--- src/rtl/rv32_pipeline_pkg.sv ---
// rtl/rv32_pipeline_pkg.sv - shared types for the pipeline memory port arbiter
// Purpose: state and grant-source enumerations used by mem_port_arbiter.
// Contents:
//   arb_state_t : IDLE, ADDR, RESP, DONE transaction phases
//   arb_src_t   : SRC_IF (instruction fetch) or SRC_MEM (load/store)
package rv32_pipeline_pkg;

  typedef enum logic [1:0] {
    IDLE = 2'd0,
    ADDR = 2'd1,
    RESP = 2'd2,
    DONE = 2'd3
  } arb_state_t;

  typedef enum logic {
    SRC_IF  = 1'b0,
    SRC_MEM = 1'b1
  } arb_src_t;

endpackage

--- src/rtl/mem_port_arbiter_if.sv ---
// rtl/mem_port_arbiter_if.sv - shared memory bus channel between arbiter and memory
// Purpose: groups the request and response channel of the single memory port.
// Signals:
//   bus_valid/bus_ready                 : request handshake
//   bus_addr, bus_we, bus_be, bus_wdata : request payload
//   bus_rvalid, bus_rdata               : one response per accepted request
// Modports: master (arbiter side), slave (memory side).
interface mem_port_arbiter_if;

  logic        bus_valid;
  logic        bus_ready;
  logic [31:0] bus_addr;
  logic        bus_we;
  logic [3:0]  bus_be;
  logic [31:0] bus_wdata;
  logic        bus_rvalid;
  logic [31:0] bus_rdata;

  modport master (
    output bus_valid, bus_addr, bus_we, bus_be, bus_wdata,
    input  bus_ready, bus_rvalid, bus_rdata
  );

  modport slave (
    input  bus_valid, bus_addr, bus_we, bus_be, bus_wdata,
    output bus_ready, bus_rvalid, bus_rdata
  );

endinterface

--- src/rtl/mem_port_arbiter.sv ---
// rtl/mem_port_arbiter.sv - arbitrates fetch and load/store onto one memory port
// Purpose: grants the shared bus to the MEM (load/store) or IF (fetch) requester,
//   one transaction at a time, with a starvation limit protecting IF.
// Ports:
//   clk, rst_n             : clock; synchronous reset, active high (1 = reset)
//   if_req/if_addr         : fetch request, held until if_done
//   if_rdata/if_done       : fetch word, one-cycle completion pulse
//   mem_req/we/be/addr/wdata : load/store request, held until mem_done
//   mem_rdata/mem_done     : load data, one-cycle completion pulse
//   flush                  : branch taken; cancels the current or pending fetch
//   bus                    : shared memory channel (master side)
//   if_stall/mem_stall     : stall requests to the hazard unit
module mem_port_arbiter
  import rv32_pipeline_pkg::*;
#(
  parameter int STARVE_MAX = 4
) (
  input  logic                clk,
  input  logic                rst_n,
  input  logic                if_req,
  input  logic [31:0]         if_addr,
  output logic [31:0]         if_rdata,
  output logic                if_done,
  input  logic                mem_req,
  input  logic                mem_we,
  input  logic [3:0]          mem_be,
  input  logic [31:0]         mem_addr,
  input  logic [31:0]         mem_wdata,
  output logic [31:0]         mem_rdata,
  output logic                mem_done,
  input  logic                flush,
  mem_port_arbiter_if.master  bus,
  output logic                if_stall,
  output logic                mem_stall
);

  localparam int CNT_W = (STARVE_MAX < 1) ? 1 : $clog2(STARVE_MAX + 1);
  localparam logic [CNT_W-1:0] STARVE_LIM = CNT_W'(STARVE_MAX);

  arb_state_t       state;
  arb_state_t       state_nxt;
  arb_src_t         src_q;
  logic             drop_q;
  logic [CNT_W-1:0] starve_cnt;
  logic [31:0]      addr_q;
  logic [31:0]      wdata_q;
  logic             we_q;
  logic [3:0]       be_q;
  logic             grant_mem;
  logic             grant_if;

  // MEM wins unless IF is waiting and MEM has already used its consecutive quota.
  always_comb begin
    grant_mem = 1'b0;
    grant_if  = 1'b0;
    state_nxt = state;
    unique case (state)
      IDLE: begin
        if (mem_req && (!if_req || (starve_cnt < STARVE_LIM))) begin
          grant_mem = 1'b1;
        end else if (if_req && !flush) begin
          grant_if = 1'b1;
        end
        if (grant_mem || grant_if) begin
          state_nxt = ADDR;
        end
      end
      ADDR:    if (bus.bus_ready)  state_nxt = RESP;
      RESP:    if (bus.bus_rvalid) state_nxt = DONE;
      DONE:    state_nxt = IDLE;
      default: state_nxt = IDLE;
    endcase
  end

  always_ff @(posedge clk) begin
    if (rst_n) begin
      state <= IDLE;
    end else begin
      state <= state_nxt;
    end
  end

  always_ff @(posedge clk) begin
    if (rst_n) begin
      src_q      <= SRC_IF;
      drop_q     <= 1'b0;
      starve_cnt <= '0;
      addr_q     <= '0;
      we_q       <= 1'b0;
      be_q       <= '0;
      wdata_q    <= '0;
      if_rdata   <= '0;
      mem_rdata  <= '0;
    end else begin
      if (grant_mem) begin
        src_q   <= SRC_MEM;
        addr_q  <= mem_addr;
        we_q    <= mem_we;
        be_q    <= mem_be;
        wdata_q <= mem_wdata;
        drop_q  <= 1'b0;
        if (if_req && (starve_cnt != STARVE_LIM)) begin
          starve_cnt <= starve_cnt + 1'b1;
        end
      end else if (grant_if) begin
        src_q      <= SRC_IF;
        addr_q     <= if_addr;
        we_q       <= 1'b0;
        be_q       <= 4'hF;
        wdata_q    <= '0;
        drop_q     <= 1'b0;
        starve_cnt <= '0;
      end

      // A flushed fetch still finishes its bus handshake; only the result is discarded.
      if ((src_q == SRC_IF) && flush && ((state == ADDR) || (state == RESP))) begin
        drop_q <= 1'b1;
      end

      // A flush landing in the same cycle as rvalid must also keep if_rdata intact.
      if ((state == RESP) && bus.bus_rvalid) begin
        if (src_q == SRC_MEM) begin
          mem_rdata <= bus.bus_rdata;
        end else if (!drop_q && !flush) begin
          if_rdata <= bus.bus_rdata;
        end
      end
    end
  end

  assign bus.bus_valid = (state == ADDR);
  assign bus.bus_addr  = addr_q;
  assign bus.bus_we    = we_q;
  assign bus.bus_be    = be_q;
  assign bus.bus_wdata = wdata_q;

  assign if_done   = (state == DONE) && (src_q == SRC_IF) && !drop_q;
  assign mem_done  = (state == DONE) && (src_q == SRC_MEM);
  assign if_stall  = if_req & ~if_done;
  assign mem_stall = mem_req & ~mem_done;

endmodule

--- src/flat_wrapper.sv ---
// flat-port wrapper written by rule: the top's interface ports become plain ports
module mem_port_arbiter_flat import rv32_pipeline_pkg::*;
#(
  parameter int STARVE_MAX = 4
)
  (clk, rst_n, if_req, if_addr, if_rdata, if_done, mem_req, mem_we, mem_be, mem_addr, mem_wdata, mem_rdata, mem_done, flush, if_stall, mem_stall, bus_bus_valid, bus_bus_addr, bus_bus_we, bus_bus_be, bus_bus_wdata, bus_bus_ready, bus_bus_rvalid, bus_bus_rdata);
  mem_port_arbiter_if bus_i ();
  input  logic clk;
  input  logic rst_n;
  input  logic if_req;
  input  logic [31:0] if_addr;
  output logic [31:0] if_rdata;
  output logic if_done;
  input  logic mem_req;
  input  logic mem_we;
  input  logic [3:0] mem_be;
  input  logic [31:0] mem_addr;
  input  logic [31:0] mem_wdata;
  output logic [31:0] mem_rdata;
  output logic mem_done;
  input  logic flush;
  output logic if_stall;
  output logic mem_stall;
  output wire logic [$bits(bus_i.bus_valid)-1:0] bus_bus_valid;
  output wire logic [$bits(bus_i.bus_addr)-1:0] bus_bus_addr;
  output wire logic [$bits(bus_i.bus_we)-1:0] bus_bus_we;
  output wire logic [$bits(bus_i.bus_be)-1:0] bus_bus_be;
  output wire logic [$bits(bus_i.bus_wdata)-1:0] bus_bus_wdata;
  input wire logic [$bits(bus_i.bus_ready)-1:0] bus_bus_ready;
  input wire logic [$bits(bus_i.bus_rvalid)-1:0] bus_bus_rvalid;
  input wire logic [$bits(bus_i.bus_rdata)-1:0] bus_bus_rdata;
  assign bus_bus_valid = bus_i.bus_valid;
  assign bus_bus_addr = bus_i.bus_addr;
  assign bus_bus_we = bus_i.bus_we;
  assign bus_bus_be = bus_i.bus_be;
  assign bus_bus_wdata = bus_i.bus_wdata;
  assign bus_i.bus_ready = bus_bus_ready;
  assign bus_i.bus_rvalid = bus_bus_rvalid;
  assign bus_i.bus_rdata = bus_bus_rdata;
  mem_port_arbiter #(.STARVE_MAX(STARVE_MAX)) u_core (.clk(clk), .rst_n(rst_n), .if_req(if_req), .if_addr(if_addr), .if_rdata(if_rdata), .if_done(if_done), .mem_req(mem_req), .mem_we(mem_we), .mem_be(mem_be), .mem_addr(mem_addr), .mem_wdata(mem_wdata), .mem_rdata(mem_rdata), .mem_done(mem_done), .flush(flush), .bus(bus_i), .if_stall(if_stall), .mem_stall(mem_stall));
endmodule
--- config.mk ---
export PLATFORM = sky130hd
export DESIGN_NAME = mem_port_arbiter_flat
export DESIGN_NICKNAME = d
export VERILOG_FILES = /design/src/rtl/rv32_pipeline_pkg.sv /design/src/rtl/mem_port_arbiter_if.sv /design/src/rtl/mem_port_arbiter.sv /design/src/flat_wrapper.sv
export SDC_FILE = /design/constraint.sdc
export NUM_CORES = 1
export LEC_CHECK = 0
export CELL_PAD_IN_SITES_DETAIL_PLACEMENT = 1
export CELL_PAD_IN_SITES_GLOBAL_PLACEMENT = 2
export CORE_ASPECT_RATIO = 1.1
export CORE_MARGIN = 8
export CORE_UTILIZATION = 22
export CTS_BUF_LIST = sky130_fd_sc_hd__clkbuf_4 sky130_fd_sc_hd__clkbuf_8
export DETAILED_ROUTE_END_ITERATION = 7
export PLACE_DENSITY_LB_ADDON = 0.2
export SLEW_MARGIN = 15
export SYNTH_ARGS = -nofsm -noshare
export SYNTH_HDL_FRONTEND = slang
export SYNTH_SLANG_ARGS = --single-unit
--- constraint.sdc ---
create_clock -name clk -period 2.61 [get_ports clk]
set_clock_uncertainty 0.15 [all_clocks]
set_input_delay 0.522 -clock clk [delete_from_list [all_inputs] [get_ports clk]]
set_output_delay 0.522 -clock clk [all_outputs]
set_load 0.01 [all_outputs]
# After elaboration in Yosys (flattened, before gate mapping)

Cells that the tools add are included.

Register bits after elaboration: 140
Latch bits: 0
RAM bits: 0
Memory bits (read-only): 0
Output and inout port bits: 138
Word-level logic and storage cells: 73
Memories kept: 0

Add/subtract/negate cells: 1
$mul: 0
Divide/modulo/power cells: 0
Magnitude comparators: 1
Equality and inequality tests: 8
Shift operators: 0
Multiplexer cells: 25
Bitwise operators: 5
Reductions and logical operators: 23

Operators with widths:

| operator            | count |
|---|---|
| $mux 32             | 4 |
| $mux 1              | 12 |
| $logic_and 1x1->1   | 10 |
| $mux 3              | 3 |
| $mux 4              | 2 |
| $pmux 2 s4          | 1 |
| $mux 2              | 3 |
| $reduce_and 3->1    | 2 |
| $eq 2x2->1 const B  | 2 |
| $ne 2x1->1 const B  | 2 |
| $ne 2x2->1 const B  | 2 |
| $reduce_and 2->1    | 2 |
| $add 3x1->3 const B | 1 |
| $logic_not 1->1     | 3 |
| $logic_or 1x1->1    | 3 |
| $lt 3x3->1 const B  | 1 |
| $ne 3x3->1 const B  | 1 |
| $not 1->1           | 3 |
| $reduce_bool 3->1   | 1 |
| $and 1x1->1         | 2 |
| $eq 2x1->1 const B  | 1 |
| $logic_not 2->1     | 1 |
| $reduce_bool 2->1   | 1 |

# Longest topological paths before layout

Gate-level depths: netlist (run 1).

Depth in word-level cells: 9
Depth in mapped cells: 9

# Worst setup path after synthesis (run 1)

Ideal clock, no wire load.

Kind: register -> register
Start point: register u_core.state[0]
End point: register u_core.addr_q[20], in the netlist u_core.bus.bus_addr[20]
Setup time: 0.145 ns
Arrival: 1.590 ns
Data required time: 2.315 ns
Slack: 0.726 ns
Stages on the path, launching flop included: 10
Buffers on the path: 3
Cell sequence: dfxtp_1 > inv_1 > ha_1 > buf_2 > and3b_2 > a21o_1 > buf_4 > buf_2 > nor2_1 > a211oi_2

Cells in the longest elaborated chain, start to end: 3

Ends and longest elaborated chain:

| what                                         | line                    | source |
|---|---|---|
| start: declaration                           | mem_port_arbiter.sv:40  | `arb_state_t state;` |
| start signal: assignment                     | mem_port_arbiter.sv:79  | `state <= state_nxt;` |
| $logic_not 2->1 (*)                          | mem_port_arbiter.sv:57  | `unique case (state)` |
| $mux 1                                       | mem_port_arbiter.sv:57  |  |
| $mux 32 or $reduce_bool 2->1 (tied branches) | n/a                     |  |
| end signal: assignment                       | mem_port_arbiter.sv:97  | `addr_q <= mem_addr;` |
| end signal: assignment                       | mem_port_arbiter.sv:107 | `addr_q <= if_addr;` |
| end: declaration                             | mem_port_arbiter.sv:45  | `logic [31:0] addr_q;` |

Every way passes the cells marked *; elsewhere a longest branch is shown, timed or not.
A chain may end at the register's enable or synchronous reset.

# Worst setup path in the final report (run 1)

Start point: register u_core.state[1]
End point: output mem_done

Cells in the longest elaborated chain, start to end: 2

Ends and longest elaborated chain:

| what              | line                    | source |
|---|---|---|
| $eq 2x2->1        | mem_port_arbiter.sv:138 | `assign mem_done = (state == DONE) && (src_q == SRC_MEM);` |
| $logic_and 1x1->1 | mem_port_arbiter.sv:138 |  |
| end: declaration  | flat_wrapper.sv:20      | `output logic mem_done;` |

No other way between the ends.

==> results of run 1 <==
[sequential cells by signal (all words and copies together) (netlist names)]
name                  cells
u_core.bus.bus_we         1
u_core.src_q              1
u_core.starve_cnt         3
u_core.bus.bus_be         4
u_core.bus.bus_addr      32
u_core.drop_q             1
u_core.mem_rdata         32
u_core.if_rdata          32
u_core.state              2
u_core.bus.bus_wdata     32
[per-layer routing]
metal / up-vias / wire length [um]
met5: - / 0
met2: 152 / 10900
li1: 2677 / -
met3: 21 / 1490
met1: 2579 / 9660
met4: 0 / 448
[power by group]
group,switching [mW],internal [mW],total (mW),leakage (nW)
sequential,0.198,2.51,2.70,1.14
combinational,1.49,1.45,2.94,1.85
clock,0.929,0.861,1.79,0.189
[critical path: cells and delay by family, from the launching register on]
family | cells | cell delay, ns
buf+inv | 1 | 0.56
fa+ha+maj | 1 | 0.16
simple gates | 1 | 0.19
flops | 1 | 0.37
[metrics by stage]
stage          std cells  worst slack (ns)  total power [mW]  cell area [sq um]  hold slack [ns]
3_5_place_dp        1196             0.130              5.77               8590            0.298
5_1_grt             1228             0.100              7.93               8980            0.330
6_report            1228             0.216              7.44               8980            0.307
4_1_cts             1227           0.00901              7.61               8980            0.310
3_3_place_gp        1196             0.150              5.74               8590            0.292
2_1_floorplan        639             0.726              4.22               5350            0.299
[synthesized netlist by cell type (all sizes together) (2+ instances only)]
master	number
o221a	3
nand2	169
buf	23
dfxtp	140
clkbuf	28
a21o	2
a311oi	2
nor2	71
a21oi	100
nand3	2
inv	6
ha	6
a22oi	33
nor3	4
and2	2
nor2b	5
a211oi	31
nand2b	2
[what timing repair did]
item	4_1_cts	5_1_grt
cloned	0	0
gates resized for setup	3	2
pin swaps	0	0
setup endpoints to repair	2	2
[cells by family (layout without fill, tap and decap cells)]
kind of cell,count (synthesis),after routing,synth area share
and+or+nand+nor,259,259,0.192
AOI/OAI and AO/OA,176,176,0.219
DFF,140,140,0.524
buffers and inverters,57,335,0.0500
adders and majority gates,6,6,0.0140
muxes,1,1,0.00187
other,0,1,0
[worst min-delay path by stage]
stage / to / slack [ns] / start
floorplan: u_core.starve_cnt[1] / 0.30 / u_core.starve_cnt[1]
global placement: u_core.if_rdata[5] / 0.29 / u_core.if_rdata[5]
detailed placement: u_core.mem_rdata[7] / 0.30 / u_core.mem_rdata[7]
CTS: u_core.if_rdata[8] / 0.31 / u_core.if_rdata[8]
global route: u_core.if_rdata[11] / 0.33 / u_core.if_rdata[11]
finish: u_core.if_rdata[8] / 0.31 / u_core.if_rdata[8]
[final cells by class]
cell class	count	share of cell area
inverters	6	0.00251
clock inverters	13	0.0157
multi-input cells	442	0.256
diodes	1	0.000279
flip-flops and latches	140	0.312
clock buffers	18	0.0269
repair buffers	298	0.343
well taps	310	0.0432
==> results.txt, run 1 <==
- In this run the horizontal extent of the chip is 165 um.
* Hold-critical path depth: 2
- P per Cell Area: 828 nW/um^2
- Crit Path Class: flip-flop to output port
- CTS tree: yes
- Gr busiest metal: met2
- Critical path data arrival time: 1.72 ns
* Worst vdd ir: 0.312 mV
- Setup violations remaining at the end of the flow were counted as 0.
* Count of unique library cells instantiated by Yosys: 35
- Mapped Cells: 639
- Crit path to: mem_done
* Standard cell core area: 24200 sq um
* Result of the run: completed
* Timing startpoint of the critical path: u_core.state[1]
- STA classifies the critical path endpoint as an output port.
- Number of levels the H-tree was split into: 4
- Leakage power: 3.18 nW
* CP max stage cell: sky130_fd_sc_hd__clkdlybuf4s50_1
- Starting density of the core: 0.221
- Setup repair after global routing missed its margin: no
- The number of cells on the worst reg-to-reg path is 7.
- The synthesized design contains 140 register bits.
* Top-level port count: 278
* Maximum number of pins on one net before global-route repair: 48
* Dominant synthesized flop cell: sky130_fd_sc_hd__dfxtp_1
- Number of cell rows: 60
- Clock network latency to the later pin of the worst-skew pair: 0.44 ns
- For this run, asynchronously set or reset flops after synthesis account for 0.
- Slew at the pin closest to its max-slew limit: 0.605 ns
- Leading cell type in the layout, fill and taps excluded: sky130_fd_sc_hd__clkdlybuf4s50_1
* CTS clock-pin slew for the worst setup and hold paths: 0.09 ns
- Flop2flop setup slack: 0.74 ns
* Required time of the critical path: 1.94 ns
- Layout cell share with drive strength beyond 1: 0.0851
- Tmin final: 2.39 ns
* Leading area contributor after synthesis: sky130_fd_sc_hd__dfxtp_1
- Largest fanout on the critical path: 4
- Die H: 180 um
* CP cell instances: ha_1 -> and2_1 -> clkdlybuf4s50_1
- Max-Cap Viols: 0
- Of the synthesized area, sequential elements account for 0.524.
* Post-synthesis average cell area: 8.38 sq um
- In the routed design, unresolved DRC markers number 0.
- STA classifies the critical path startpoint as a flip-flop.
- In this run, post-CTS hold repair placed 0 buffers.
* Root buffer cell: sky130_fd_sc_hd__clkbuf_8
* Routed length per instance: 18.3 um
- Global-route usage over all layers: 0.150
- In this run, the number of DRC markers left after iteration 0 of detailed routing was 206.
* Post-CTS setup buffer count: 0
- Number of CTS-inserted buffers: 17
- Vias per cell: 4.42
* Post-synth design cell area: 5350 sq um
- For this block, the routed nets add up to 22500 um of wire.
* Worst R2R Start: u_core.state[0]
- Top library cells by usage in the layout, fill and taps aside: 273 x sky130_fd_sc_hd__clkdlybuf4s50_1, 168 x sky130_fd_sc_hd__nand2_1, 138 x sky130_fd_sc_hd__dfxtp_1
* Via count of the first global-routing pass: 5773
- Number of antenna violations at the first check in global routing: 1
- Highest attainable clock frequency: 418 MHz
* Clock Sinks: 140
- Die outline area: 29600 sq um
- For this run, the slowest stage of the critical path takes 0.56 ns.
- Footprint of the multi-input gates: 2300 sq um
* Total area of sequential cells: 2810 sq um
* Via count of the routed design: 5429
- In this run the deepest clock path goes through 2 buffers.
- Capturing point of the worst reg2reg path: u_core.bus.bus_addr[2]
* Number of nets in the final layout: 1051
- Dividing the final minimum period by the clock period gives 0.917.
- Drt first pass iters: 4
- Met3 layer usage reported by global route: 0.0400
- Met2 track demand over resource: 0.251
- The congestion estimate from routability-driven global placement came to 0.701.
- After routing, the total negative slack on setup checks comes to 0 ns.
- The synthesized design contains 0 enable-type register cells.
* Port Buffer Count: 277
- The final count of pins violating max slew is 0.
- Fraction of post-synthesis cell area in the top cell type by area: 0.524
* Min-Delay Path Class: flip-flop to flip-flop
* Synth warnings: 0
- The first global-routing pass estimated 34600 um of wire.
- The total overflow left after global routing is 0.
- The count of final hold-check violations came to 0.
- The detail route stage leaves a number of antenna-violating nets equal to 0.
* Synthesized net count: 785
- The area growth from synthesis to layout is 67.9%.
- Detailed placement ended at an HPWL of 16200 um.
* Slew headroom: 0.597
- Fill cell count: 2841
- By area the synthesized netlist is led by sky130_fd_sc_hd__dfxtp_1 52%, sky130_fd_sc_hd__nand2_1 12%, sky130_fd_sc_hd__a21oi_1 9.3%, sky130_fd_sc_hd__nor2_1 5.0%, sky130_fd_sc_hd__a22oi_1 4.6%.
- Final core occ: 0.372
- Met1 track demand over resource in global routing: 0.181
(Power assumes the default switching activity.)
==> inputs of run 2 (changes only) <==
--- a/config.mk
+++ b/config.mk
@@ -8,7 +8,6 @@
 export CELL_PAD_IN_SITES_DETAIL_PLACEMENT = 1
 export CELL_PAD_IN_SITES_GLOBAL_PLACEMENT = 2
 export CORE_ASPECT_RATIO = 1.1
-export CORE_MARGIN = 8
 export CORE_UTILIZATION = 22
 export CTS_BUF_LIST = sky130_fd_sc_hd__clkbuf_4 sky130_fd_sc_hd__clkbuf_8
 export DETAILED_ROUTE_END_ITERATION = 7
==> run 2 against run 1 <==
Compared with the run above: cell count is 0.73% lower; utilization is 0.64 points higher; hold slack hardly changed; first-iteration DRC count is 12% lower; largest power group unchanged.
==> results.txt, run 2 (same netlist as run 1, synthesis figures left out) <==
* Drt first-iter violations: 182 (-12%)
* Synth-to-Final Area Change: 67.9% (about the same)
- Number of buffers between clock root and the deepest sink: 2 (unchanged)
- P per Cell Area: 842 nW/um^2 (+1.7%)
* Hold-critical path depth: 2 (unchanged)
- Destination of the worst hold path: u_core.mem_rdata[10]
- Post-Place Worst Slack: 0.104 ns (-0.0259 ns)
- The total number of clock tree sinks came to 140 (unchanged).
- Power share of the clock group: 0.260 (+0.019)
- The number of buffers inserted by port buffering was 277 (unchanged).
- The clock insertion delay at the later pin of the skew report is 0.43 ns (about the same).
- The total die area was 25000 sq um (-16%).
- The worst setup slack for register-to-register paths came to 0.49 ns (-0.25 ns).
- Starting density of the core: 0.225 (+0.00375)
* Reported net switching power: 2.57 mW (-1.7%)
- Crit Path Class: flip-flop to output port
- Sequential fraction of design power: 0.358 (-0.006)
- The fraction of final layout cells sized beyond drive strength 1 is 0.0810 (-0.00410).
* Nature of the critical path endpoint: output port
* Required time of the critical path: 1.94 ns (about the same)
- The via count of the first global-routing pass came to 5849 (+1.3%).
- Worst R2R Start: u_core.state[0]
* Period Utilization, post-route: 0.950 (+0.0328)
* CTS tree: yes
- The number of rows created at floorplan is 59 (-1.7%).
* Slew headroom: 0.644 (+0.0467)
- The count of final hold-check violations is 0 (unchanged).
- The pin count of the biggest net entering global routing is 53 (+10%).
- Setup repair after global routing left no endpoint under its margin.
- The filler cell count was 2767 (-2.6%).
- The H-tree depth was 4 (unchanged).
* Top library cells by usage in the layout, fill and taps aside: 274 x sky130_fd_sc_hd__clkdlybuf4s50_1, 168 x sky130_fd_sc_hd__nand2_1, 140 x sky130_fd_sc_hd__dfxtp_1
- The net switching share of the total power is 0.340 (-0.0117).
- Number of cells on the worst reg-to-reg path: 7 (unchanged)
- The leakage component of the power came to 3.18 nW (about the same).
- The run finished with clean final reports.
- Slew at the pin closest to its max-slew limit: 0.535 ns (-0.0700 ns)
- Horiz. Die Dim: 151 um (-8.5%)
- STA classifies the critical path startpoint as a flip-flop.
- Final WS setup: 0.130 ns (-0.0855 ns)
- Final core occ: 0.378 (+0.00635)
* Number of antenna violations at the first check in global routing: 0 (-1)
- The count of endpoints failing setup in the final report came to 0 (unchanged).
- Internal power of the cells: 4.99 mW (+3.6%)
- The library cell used most frequently in the layout, excluding fill and tap cells, is sky130_fd_sc_hd__clkdlybuf4s50_1.
- Number of CTS-inserted buffers: 17 (unchanged)
* Critical path data arrival time: 1.81 ns (+0.09 ns)
- Source of the worst hold timing path: u_core.mem_rdata[10]
- Root buffer cell: sky130_fd_sc_hd__clkbuf_8
- Wire length of the first global-routing pass: 31600 um (-8.8%)
* # hold bufs at CTS: 0 (unchanged)
- Post-DRT Antenna Nets: 0 (unchanged)
* Drt first pass iters: 4 (unchanged)
* Comb pwr share: 0.382 (-0.014)
* Routed length per instance: 17.1 um (-6.8%)
- The post-route minimum period came to 2.48 ns (+0.0855 ns).
* Placer congestion estimate: 0.726 (+3.5%)
* Capturing point of the worst reg2reg path: u_core.bus.bus_addr[6]
- Antenna Cells: 0 (-1)
- HPWL reported at the end of detailed placement: 14800 um (-8.5%)
- Via count of the routed design: 5517 (+1.6%)
* Highest attainable clock frequency: 403 MHz (-3.4%)
- The sum of negative setup slack was 0 ns (unchanged).
- Standard cell core area: 23800 sq um (-1.7%)
* Global-route usage over all layers: 0.165 (+0.0155)
- The final count of pins violating max slew came to 0 (unchanged).
* Worst vdd ir: 0.272 mV (-13%)
* Total Wirelength: 20800 um (-7.5%)
- In this run the worst hold path is classified as flip-flop to flip-flop.
- The count of unresolved DRC violations after routing was 0 (unchanged).
* CTS clock-pin slew for the worst setup and hold paths: 0.08 ns (about the same)
- Global route overflow: 0 (unchanged)
* Max-Cap Viols: 0 (unchanged)
* Top-level port count: 278 (unchanged)
- Number of nets in the final layout: 1047 (-0.38%)
* Largest fanout on the critical path: 4 (unchanged)
* Die H: 166 um (-7.8%)
* Vias per cell: 4.53 (+2.4%)
-- run 2: cell count changes in the layout (fill, tap and decap cells not counted), moves of 2 or more --
cell | previous run | this run
sky130_fd_sc_hd__bufinv_16 | 2 | 4
sky130_fd_sc_hd__buf_4 | 10 | 8
sky130_fd_sc_hd__buf_12 | 12 | 10
sky130_fd_sc_hd__dfxtp_1 | 138 | 140
sky130_fd_sc_hd__dfxtp_2 | 2 | 0
-- run 2: power by group through the flow --
| stage | sequential (mW) | combinational [mW] | clock (mW) |
|---|---|---|---|
| 2_1_floorplan | 2.90 | 1.32 | 0 |
| 3_3_place_gp | 2.73 | 2.86 | 0 |
| 3_5_place_dp | 2.76 | 2.93 | 0 |
| 4_1_cts | 2.71 | 2.94 | 2.06 |
| 5_1_grt | 2.76 | 3.14 | 2.16 |
| 6_report | 2.71 | 2.89 | 1.97 |
-- run 2: worst max-delay path: stages (launching register included) --
cell	delay (ns)
sky130_fd_sc_hd__dfxtp_1	0.35
sky130_fd_sc_hd__ha_1	0.22
sky130_fd_sc_hd__nor3b_4	0.16
sky130_fd_sc_hd__nor2b_1	0.12
sky130_fd_sc_hd__clkdlybuf4s50_1	0.54
-- run 2: metal layers --
metal | vias to the layer above | global-route usage | share of wire
met5 | - | 0 | 0
li1 | 2680 | - | -
met4 | 0 | 0.0491 | 0.014
met2 | 153 | 0.307 | 0.52
met1 | 2668 | 0.182 | 0.41
met3 | 16 | 0.0445 | 0.056
-- run 2: final cells by class --
class	instances	area (sq um)	share of cell area
multi-input cells	442	2310	0.257
repair buffers	294	3030	0.337
clock buffers	19	249	0.0277
well taps	305	382	0.0425
flip-flops and latches	140	2800	0.312
clock inverters	13	189	0.0210
inverters	6	22.5	0.00251
-- run 2: how the worst max path moves through the flow --
stage / startpoint / endpoint / slack (ns) / cells past startpoint
finish: u_core.state[0] / if_stall / 0.13 / 4
global route: u_core.state[0] / if_stall / 0.01 / 4
CTS: u_core.state[0] / if_done / 0.01 / 3
detailed placement: if_req / u_core.bus.bus_addr[6] / 0.10 / 7
global placement: mem_req / mem_stall / 0.14 / 3
floorplan: u_core.state[0] / u_core.bus.bus_addr[20] / 0.73 / 9
-- run 2: what timing repair did --
action | in CTS | in global routing
endpoints found under the setup margin | 2 | 3
endpoints found under the hold margin | 0 | 0
resized for setup | 1 | 3
setup buffers | 0 | 0
cloned | 0 | 0
-- run 2: metrics by stage --
stage | instances | cell area (sq um) | total power [mW] | hold WS (ns)
2_1_floorplan | 639 | 5350 | 4.22 | 0.299
3_3_place_gp | 1187 | 8530 | 5.59 | 0.293
3_5_place_dp | 1187 | 8530 | 5.69 | 0.299
4_1_cts | 1219 | 8970 | 7.71 | 0.311
5_1_grt | 1219 | 8990 | 8.07 | 0.331
6_report | 1219 | 8990 | 7.57 | 0.307
